===== src/rtl/mem_port_arbiter.sv =====
// Round-robin arbiter that serializes I-cache refill and data-memory requests
// onto one external memory bus, with a per-transaction ack watchdog.
module mem_port_arbiter #(
  parameter int XLEN    = 32,
  parameter int TIMEOUT = 255
) (
  input  logic            i_clk,
  input  logic            i_rst,
  input  logic            i_IC_DataReq,
  input  logic [XLEN-1:0] i_IC_Addr,
  output logic            o_IC_MemReady,
  output logic [XLEN-1:0] o_IC_Data,
  input  logic            i_DM_MemRead,
  input  logic            i_DM_Wen,
  input  logic [XLEN-1:0] i_DM_Addr,
  input  logic [XLEN-1:0] i_DM_Wd,
  input  logic [3:0]      i_DM_byte_en,
  output logic            o_DM_data_ready,
  output logic [XLEN-1:0] o_DM_ReadData,
  output logic            o_MEM_req,
  output logic            o_MEM_we,
  output logic [XLEN-1:0] o_MEM_addr,
  output logic [XLEN-1:0] o_MEM_wdata,
  output logic [3:0]      o_MEM_byte_en,
  input  logic [XLEN-1:0] i_MEM_rdata,
  input  logic            i_MEM_ack,
  output logic            o_bus_err
);

  localparam int CNT_W = (TIMEOUT > 0) ? $clog2(TIMEOUT + 1) : 1;
  localparam bit WDOG_EN = (TIMEOUT > 0);
  localparam logic [CNT_W-1:0] CNT_LAST = WDOG_EN ? CNT_W'(TIMEOUT - 1) : '0;
  localparam logic [CNT_W-1:0] CNT_MAX  = '1;

  localparam logic [2:0] S_IDLE   = 3'd0;
  localparam logic [2:0] S_BUS_I  = 3'd1;
  localparam logic [2:0] S_BUS_D  = 3'd2;
  localparam logic [2:0] S_RESP_I = 3'd3;
  localparam logic [2:0] S_RESP_D = 3'd4;

  logic [2:0]       state_q, state_d;
  logic             last_dm_q, last_dm_d;
  logic [CNT_W-1:0] cnt_q, cnt_d;
  logic             mem_req_q, mem_req_d;
  logic             mem_we_q, mem_we_d;
  logic [XLEN-1:0]  mem_addr_q, mem_addr_d;
  logic [XLEN-1:0]  mem_wdata_q, mem_wdata_d;
  logic [3:0]       mem_be_q, mem_be_d;
  logic             ic_rdy_q, ic_rdy_d;
  logic             dm_rdy_q, dm_rdy_d;
  logic [XLEN-1:0]  ic_data_q, ic_data_d;
  logic [XLEN-1:0]  dm_data_q, dm_data_d;
  logic             bus_err_q, bus_err_d;
  logic             dm_req;

  assign dm_req = i_DM_MemRead | i_DM_Wen;

  always_comb begin
    state_d     = state_q;
    last_dm_d   = last_dm_q;
    cnt_d       = cnt_q;
    mem_req_d   = mem_req_q;
    mem_we_d    = mem_we_q;
    mem_addr_d  = mem_addr_q;
    mem_wdata_d = mem_wdata_q;
    mem_be_d    = mem_be_q;
    ic_data_d   = ic_data_q;
    dm_data_d   = dm_data_q;
    ic_rdy_d    = 1'b0;
    dm_rdy_d    = 1'b0;
    bus_err_d   = 1'b0;
    case (state_q)
      S_IDLE: begin
        // On a tie the side that did not win last time gets the bus.
        if (i_IC_DataReq && (!dm_req || last_dm_q)) begin
          state_d     = S_BUS_I;
          last_dm_d   = 1'b0;
          cnt_d       = '0;
          mem_req_d   = 1'b1;
          mem_we_d    = 1'b0;
          mem_addr_d  = i_IC_Addr;
          mem_wdata_d = '0;
          mem_be_d    = 4'hF;
        end else if (dm_req) begin
          state_d     = S_BUS_D;
          last_dm_d   = 1'b1;
          cnt_d       = '0;
          mem_req_d   = 1'b1;
          mem_we_d    = i_DM_Wen;
          mem_addr_d  = i_DM_Addr;
          mem_wdata_d = i_DM_Wd;
          mem_be_d    = i_DM_byte_en;
        end
      end
      S_BUS_I, S_BUS_D: begin
        if (i_MEM_ack) begin
          mem_req_d = 1'b0;
          mem_we_d  = 1'b0;
          if (state_q == S_BUS_I) begin
            ic_data_d = i_MEM_rdata;
            ic_rdy_d  = 1'b1;
            state_d   = S_RESP_I;
          end else begin
            // Writes leave the last read value in place.
            if (!mem_we_q) dm_data_d = i_MEM_rdata;
            dm_rdy_d = 1'b1;
            state_d  = S_RESP_D;
          end
        end else if (WDOG_EN && (cnt_q == CNT_LAST)) begin
          mem_req_d = 1'b0;
          mem_we_d  = 1'b0;
          bus_err_d = 1'b1;
          if (state_q == S_BUS_I) begin
            ic_data_d = '0;
            ic_rdy_d  = 1'b1;
            state_d   = S_RESP_I;
          end else begin
            dm_data_d = '0;
            dm_rdy_d  = 1'b1;
            state_d   = S_RESP_D;
          end
        end else if (cnt_q != CNT_MAX) begin
          cnt_d = cnt_q + CNT_W'(1);
        end
      end
      S_RESP_I, S_RESP_D: state_d = S_IDLE;
      default:            state_d = S_IDLE;
    endcase
  end

  always_ff @(posedge i_clk or posedge i_rst) begin
    if (i_rst) begin
      state_q     <= S_IDLE;
      last_dm_q   <= 1'b1;
      cnt_q       <= '0;
      mem_req_q   <= 1'b0;
      mem_we_q    <= 1'b0;
      mem_addr_q  <= '0;
      mem_wdata_q <= '0;
      mem_be_q    <= '0;
      ic_rdy_q    <= 1'b0;
      dm_rdy_q    <= 1'b0;
      ic_data_q   <= '0;
      dm_data_q   <= '0;
      bus_err_q   <= 1'b0;
    end else begin
      state_q     <= state_d;
      last_dm_q   <= last_dm_d;
      cnt_q       <= cnt_d;
      mem_req_q   <= mem_req_d;
      mem_we_q    <= mem_we_d;
      mem_addr_q  <= mem_addr_d;
      mem_wdata_q <= mem_wdata_d;
      mem_be_q    <= mem_be_d;
      ic_rdy_q    <= ic_rdy_d;
      dm_rdy_q    <= dm_rdy_d;
      ic_data_q   <= ic_data_d;
      dm_data_q   <= dm_data_d;
      bus_err_q   <= bus_err_d;
    end
  end

  assign o_MEM_req       = mem_req_q;
  assign o_MEM_we        = mem_we_q;
  assign o_MEM_addr      = mem_addr_q;
  assign o_MEM_wdata     = mem_wdata_q;
  assign o_MEM_byte_en   = mem_be_q;
  assign o_IC_MemReady   = ic_rdy_q;
  assign o_DM_data_ready = dm_rdy_q;
  assign o_IC_Data       = ic_data_q;
  assign o_DM_ReadData   = dm_data_q;
  assign o_bus_err       = bus_err_q;

endmodule


===== config.mk =====
export PLATFORM = sky130hd
export DESIGN_NAME = mem_port_arbiter
export DESIGN_NICKNAME = d
export VERILOG_FILES = /design/src/rtl/mem_port_arbiter.sv
export SDC_FILE = /design/constraint.sdc
export NUM_CORES = 1
export LEC_CHECK = 0
export BUFFER_PORTS_ARGS = -buffer_cell sky130_fd_sc_hd__buf_2
export CORE_UTILIZATION = 49
export CTS_CLUSTER_SIZE = 14
export DETAILED_ROUTE_END_ITERATION = 7
export PLACE_DENSITY = 0.81
export RECOVER_POWER = 25
export SLEW_MARGIN = 10
export SYNTH_ARGS = -nofsm -noshare
export SYNTH_HDL_FRONTEND = slang
export SYNTH_SLANG_ARGS = --single-unit

===== constraint.sdc =====
create_clock -name i_clk -period 8.5 [get_ports i_clk]
set_input_delay 1.7 -clock i_clk [delete_from_list [all_inputs] [get_ports i_clk]]
set_output_delay 1.7 -clock i_clk [all_outputs]
set_load 0.02 [all_outputs]

### After elaboration in Yosys (flattened, before gate mapping)

Cells that the tools add are included.
Widths: inputs -> output; s select.

* add/sub/neg operators: 1
* equality and inequality tests: 10
* muxes and demuxes: 47
* bitwise gates (word level): 2
* reductions and logical operators: 14

Operators by type and width (number)
* $mux 32: 13
* $mux 8: 5
* $mux 1: 18
* $pmux 8 s2: 1
* $mux 3: 5
* $add 8x1->8 const B: 1
* $eq 8x8->1 const B: 1
* $mux 4: 2
* $ne 2x2->1 const B: 4
* $ne 8x8->1 const B: 1
* $ne 3x3->1 const B: 2
* $pmux 3 s2: 1
* $reduce_and 3->1: 2
* $reduce_bool 2->1: 3
* $reduce_and 5->1: 1
* $pmux 1 s2: 2
* $reduce_and 2->1: 2
* $reduce_and 4->1: 1
* $eq 3x1->1 const B: 1
* $eq 3x2->1 const B: 1
* $logic_not 3->1: 1
* $reduce_or 2->1: 1
* $logic_and 1x1->1: 1
* $logic_not 1->1: 1
* other kinds (3): 3

* register bits: 149
* bits of input ports: 138
* output and inout bits: 137
* word-level logic and storage cells: 87

### Longest topological paths before layout

* depth after elaboration: 6
* gate-level depth with buffers: 7
* depth with buffers taken out: 6

### Worst setup path after synthesis

OpenSTA, ideal clock, no wires.

* kind: input to register
* start: in i_DM_Wen
* end: reg mem_wdata_q[10] (netlist: o_MEM_wdata[10])
* library setup time: 0.121 ns
* arrival time: 2.654 ns
* data required time: 8.379 ns
* path slack: 5.725 ns
* stages: 6
* path buffers: 2
* path through: nor3_1 nor4_4 and2_4 buf_8 buf_8 a22o_1

* word-level cells in the longest chain between the ends: 6
* elaborated cells between the ends (all ways): 7
* those cells by class: 1 x mux; 1 x bitwise; 5 x reduce/logical

RTL lines
* start: declaration: RTL line 14 `input logic i_DM_Wen,`
* $or 1x1->1 *: RTL line 56 `assign dm_req = i_DM_MemRead | i_DM_Wen;`
* $logic_not 1->1: RTL line 75 `if (i_IC_DataReq && (!dm_req || last_dm_q)) begin`
* $logic_or 1x1->1: RTL line 75
* $logic_and 1x1->1: RTL line 75
* $reduce_bool 2->1 (no source line)
* $reduce_and 2->1 (no source line)
* end signal: assignment: RTL line 153 `mem_wdata_q <= mem_wdata_d;`
* end: declaration: RTL line 47 `logic [XLEN-1:0] mem_wdata_q, mem_wdata_d;`

Every way passes the cells marked *; elsewhere a longest branch is shown, timed or not.
A chain may end at the register's enable or synchronous reset.

### Worst setup path after layout

* start: in i_MEM_ack
* end: reg ic_data_q[28] (netlist: o_IC_Data[28])

* word-level cells in the longest chain between the ends: 2
* elaborated cells between the ends (all ways): 3
* those cells by class: 1 x mux; 2 x reduce/logical

RTL lines
* start: declaration: RTL line 26 `input logic i_MEM_ack,`
* $reduce_bool 2->1 (no source line)
* $reduce_and 3->1 (no source line)
* end signal: assignment: RTL line 157 `ic_data_q <= ic_data_d;`
* end: declaration: RTL line 51 `logic [XLEN-1:0] ic_data_q, ic_data_d;`

Parallel ways exist; a longest one is shown, timed or not.

==> reports/metrics.yaml <==
worst_setup_path:
  regToRegSetupSlack_ps: 6140
  cp_max_fo: 72
  required_ps: 8790
  crit_type: "input pin to register"
  cp.arrival_ps: 5310
  cp-end-kind: "register"
  start_kind: "input pin"
synthesis:
  synth_edf_count: 0
  synth-compound-area-share: 0.221
  yosys.cell_types.count: 53
  yosysTopAreaCellShare: 0.602
  syn_avg_cell_area_um2: 13.0
  yosysWarnings: 0
  ys_ff_latch: 149
  synth-xor-area-share: 0.00142
  synthAdderAreaFrac: 0.00407
  ys_seq_area_frac: 0.607
  async_reset_ff_frac: 1.00
  synth.area.mux_share: 0.0554
  synth_largest_area_cell: "dfrtp_1"
  syn_area_um2: 6150
  synth-simple-area-share: 0.0641
  postSynthCellCount: 472
  synthFlopType: "dfrtp_1"
  syn_nets: 612
  netlist_top_cells_area: "dfrtp_1 (60%), a32o_1 (10%), mux2i_1 (5.5%), a22o_1 (4.6%), nand2_1 (2.4%)"
  synth_top_family_by_area: "compound AO/OA/AOI/OAI gates"
timing:
  max_slew.worst_pin.slew_ps: 2980
  period_share: 0.590
  setup_viol: 0
  maxSlewViolCount: 134
  finalHoldViolations: 0
  fin_worst_skew_ps: 5.10
  period_minus_slack_ps: 5020
  slew_headroom: -0.985
  max_freq_ghz: 0.199
  fin_tns_setup_ps: 0
  fin_ws_ps: 3480
  grt_setup_unrepaired: "false"
final_layout:
  post-route-util: 0.664
  layout-drive-gt1-share: 0.385
  final_cells: 909
  synthToLayoutAreaGrowth_pct: 30.8
  nFillCells: 947
  final_nets: 868
  antenna_cells: 0
clock_tree:
  cts_sinks: 149
  ctsHtreeMaxLevel: 4
  clk_path_buf_depth: 2
  cts_buffers: 17
  clkTransAtPathRegs_ps: 60
  cts.repair.resized: 0
  cts_setup_buffers: 0
  insertion_delay_ps: 410
  cts_tree: "built"
  ctsHoldBuffers: 0
  root_buffer: "clkbuf_16"
pwr:
  vdd_drop_max_mv: 0.269
  leakagePower_nw: 4.05
  powerDensity_nw_per_um2: 426
floorplan:
  core_um2: 12100
  rows: 40
  dieArea_um2: 13000
  start_util: 0.508
  die_x_um: 114
  ioPinCount: 275
  die_h_um: 114
placed_design:
  pre_cts_slack_ps: 4940
  dp_cells: 877
  place_hpwl_um: 11100
  io_buffer_count: 274
  place_congestion: 0.827
drt:
  vias_per_cell: 5.58
  drtIter0Drc: 363
  route.antenna.remaining_nets: 0
  route.vias.total: 5072
  drc_errors: 0
  first_pass_iters: 5
  wl_per_cell_um: 17.6
  drt_wl_total_um: 16000
outcome:
  violations: "max-capacitance violations, max-slew violations"
  status: "finished, violations left"
global_route:
  grt.busiest_layer: "met2"
  grt_use_total: 0.244
  antenna_found_initial: 1
  grtUsageMet3: 0.0696
  met1_usage: 0.291
  grt_pass1_wl_um: 24100
  grt_max_degree: 98
  overflow: 0
  grt_pass1_vias: 4748
  gr-usage-met2: 0.408
worst_hold_path:
  hp-class: "register to register"
flow_run:
  maxCapViolations: 2
[path summary, 6_finish.rpt]
path                                      from                to  depth (start not counted)
worst max-delay path                 i_MEM_ack     o_IC_Data[28]                          5
worst min-delay path            o_MEM_addr[17]    o_MEM_addr[17]                          2
worst max register to register        cnt_q[0]     o_IC_Data[28]                          6
worst min register to register  o_MEM_addr[17]    o_MEM_addr[17]                          2
max in group asynchronous                i_rst  o_DM_ReadData[3]                          3
min in group asynchronous                i_rst    o_MEM_addr[22]                          2
[metal layers]
layer  part of all wire  up-vias
li1                   -     2321
met1               0.40     2455
met2               0.50      263
met3              0.080       31
met4              0.024        2
met5            0.00081        -
[placed cells by master, fill, tap and decap left out, types with 2 or more instances in the layout]
cell type	count
o22a_1	2
o21a_1	2
a22o_1	32
clkbuf_16	17
clkbuf_1	45
inv_1	4
nor3_1	2
nand2_1	39
buf_4	4
a21oi_1	7
clkbuf_8	2
o2111ai_1	2
inv_6	2
ha_1	2
o22a_2	4
nand3_1	3
clkinvlp_4	4
mux2i_1	34
a32o_1	64
dfrtp_1	148
nor2b_1	5
o21ai_1	18
bufinv_16	2
nor2_1	9
a31oi_1	4
buf_2	233
o21ai_0	17
[logic make-up (layout without fill, tap and decap cells)]
group	Yosys count	in the layout
AND/OR/NAND/NOR	75	75
multiplexers	34	34
AO/OA/AOI/OAI	163	163
flip-flops	149	149
adder cells (fa/ha/maj)	2	2
XOR/XNOR	1	1
buffers and inverters	48	317
[metrics by stage]
| stage | area, um^2 | hold WS (ps) | total power [mW] |
|---|---|---|---|
| floorplan | 6150 | 437 | 2.27 |
| global placement | 7530 | 458 | 2.67 |
| detailed placement | 7530 | 469 | 2.73 |
| CTS | 8120 | 483 | 3.47 |
| global route | 8040 | 497 | 3.61 |
| finish | 8040 | 481 | 3.43 |
[worst max-delay path, cell delays in order]
cell and delay [ps]:
buf_2 70, clkbuf_1 2100, o21bai_1 490, nand2_2 530
a32o_1 390
[cells in the mapped netlist (2+ instances only)]
| library cell | instances |
|---|---|
| a21oi_1 | 7 |
| a22o_1 | 32 |
| a31oi_1 | 4 |
| a32o_1 | 64 |
| buf_2 | 19 |
| buf_4 | 7 |
| buf_6 | 2 |
| buf_8 | 4 |
| clkbuf_1 | 10 |
| dfrtp_1 | 148 |
| ha_1 | 2 |
| inv_1 | 5 |
| mux2i_1 | 34 |
| nand2_1 | 39 |
| nand3_1 | 3 |
| nor2_1 | 10 |
| nor2b_1 | 5 |
| nor3_1 | 2 |
| o2111ai_1 | 2 |
| o21a_1 | 2 |
| o21ai_0 | 18 |
| o21ai_1 | 18 |
| o22a_1 | 2 |
| o22a_2 | 4 |
[where the power goes]
part / switching [mW] / total (mW) / internal (mW)
clock network: 0.288 / 0.738 / 0.450
logic: 0.932 / 1.47 / 0.536
registers: 0.192 / 1.22 / 1.03
[state kept, by name (all words and copies together), names as in the netlist]
| signal | flops |
|---|---|
| o_DM_ReadData | 32 |
| o_MEM_wdata | 32 |
| o_IC_Data | 32 |
| o_MEM_addr | 32 |
| o_bus_err | 1 |
| cnt_q | 8 |
| o_IC_MemReady | 1 |
| o_MEM_we | 1 |
| last_dm_q | 1 |
| o_MEM_byte_en | 4 |
| state_q | 3 |
| o_MEM_req | 1 |
| o_DM_data_ready | 1 |
[final cells by class]
class	instances	area [um^2]	area share
Sequential cell	149	3730	0.464
Timing Repair Buffer	280	1370	0.170
Inverter	5	20.0	0.00249
Clock buffer	22	464	0.0577
Tap cell	168	210	0.0261
Clock inverter	10	121	0.0151
Multi-Input combinational cell	275	2130	0.265
Power figures use the tool's default switching activity.
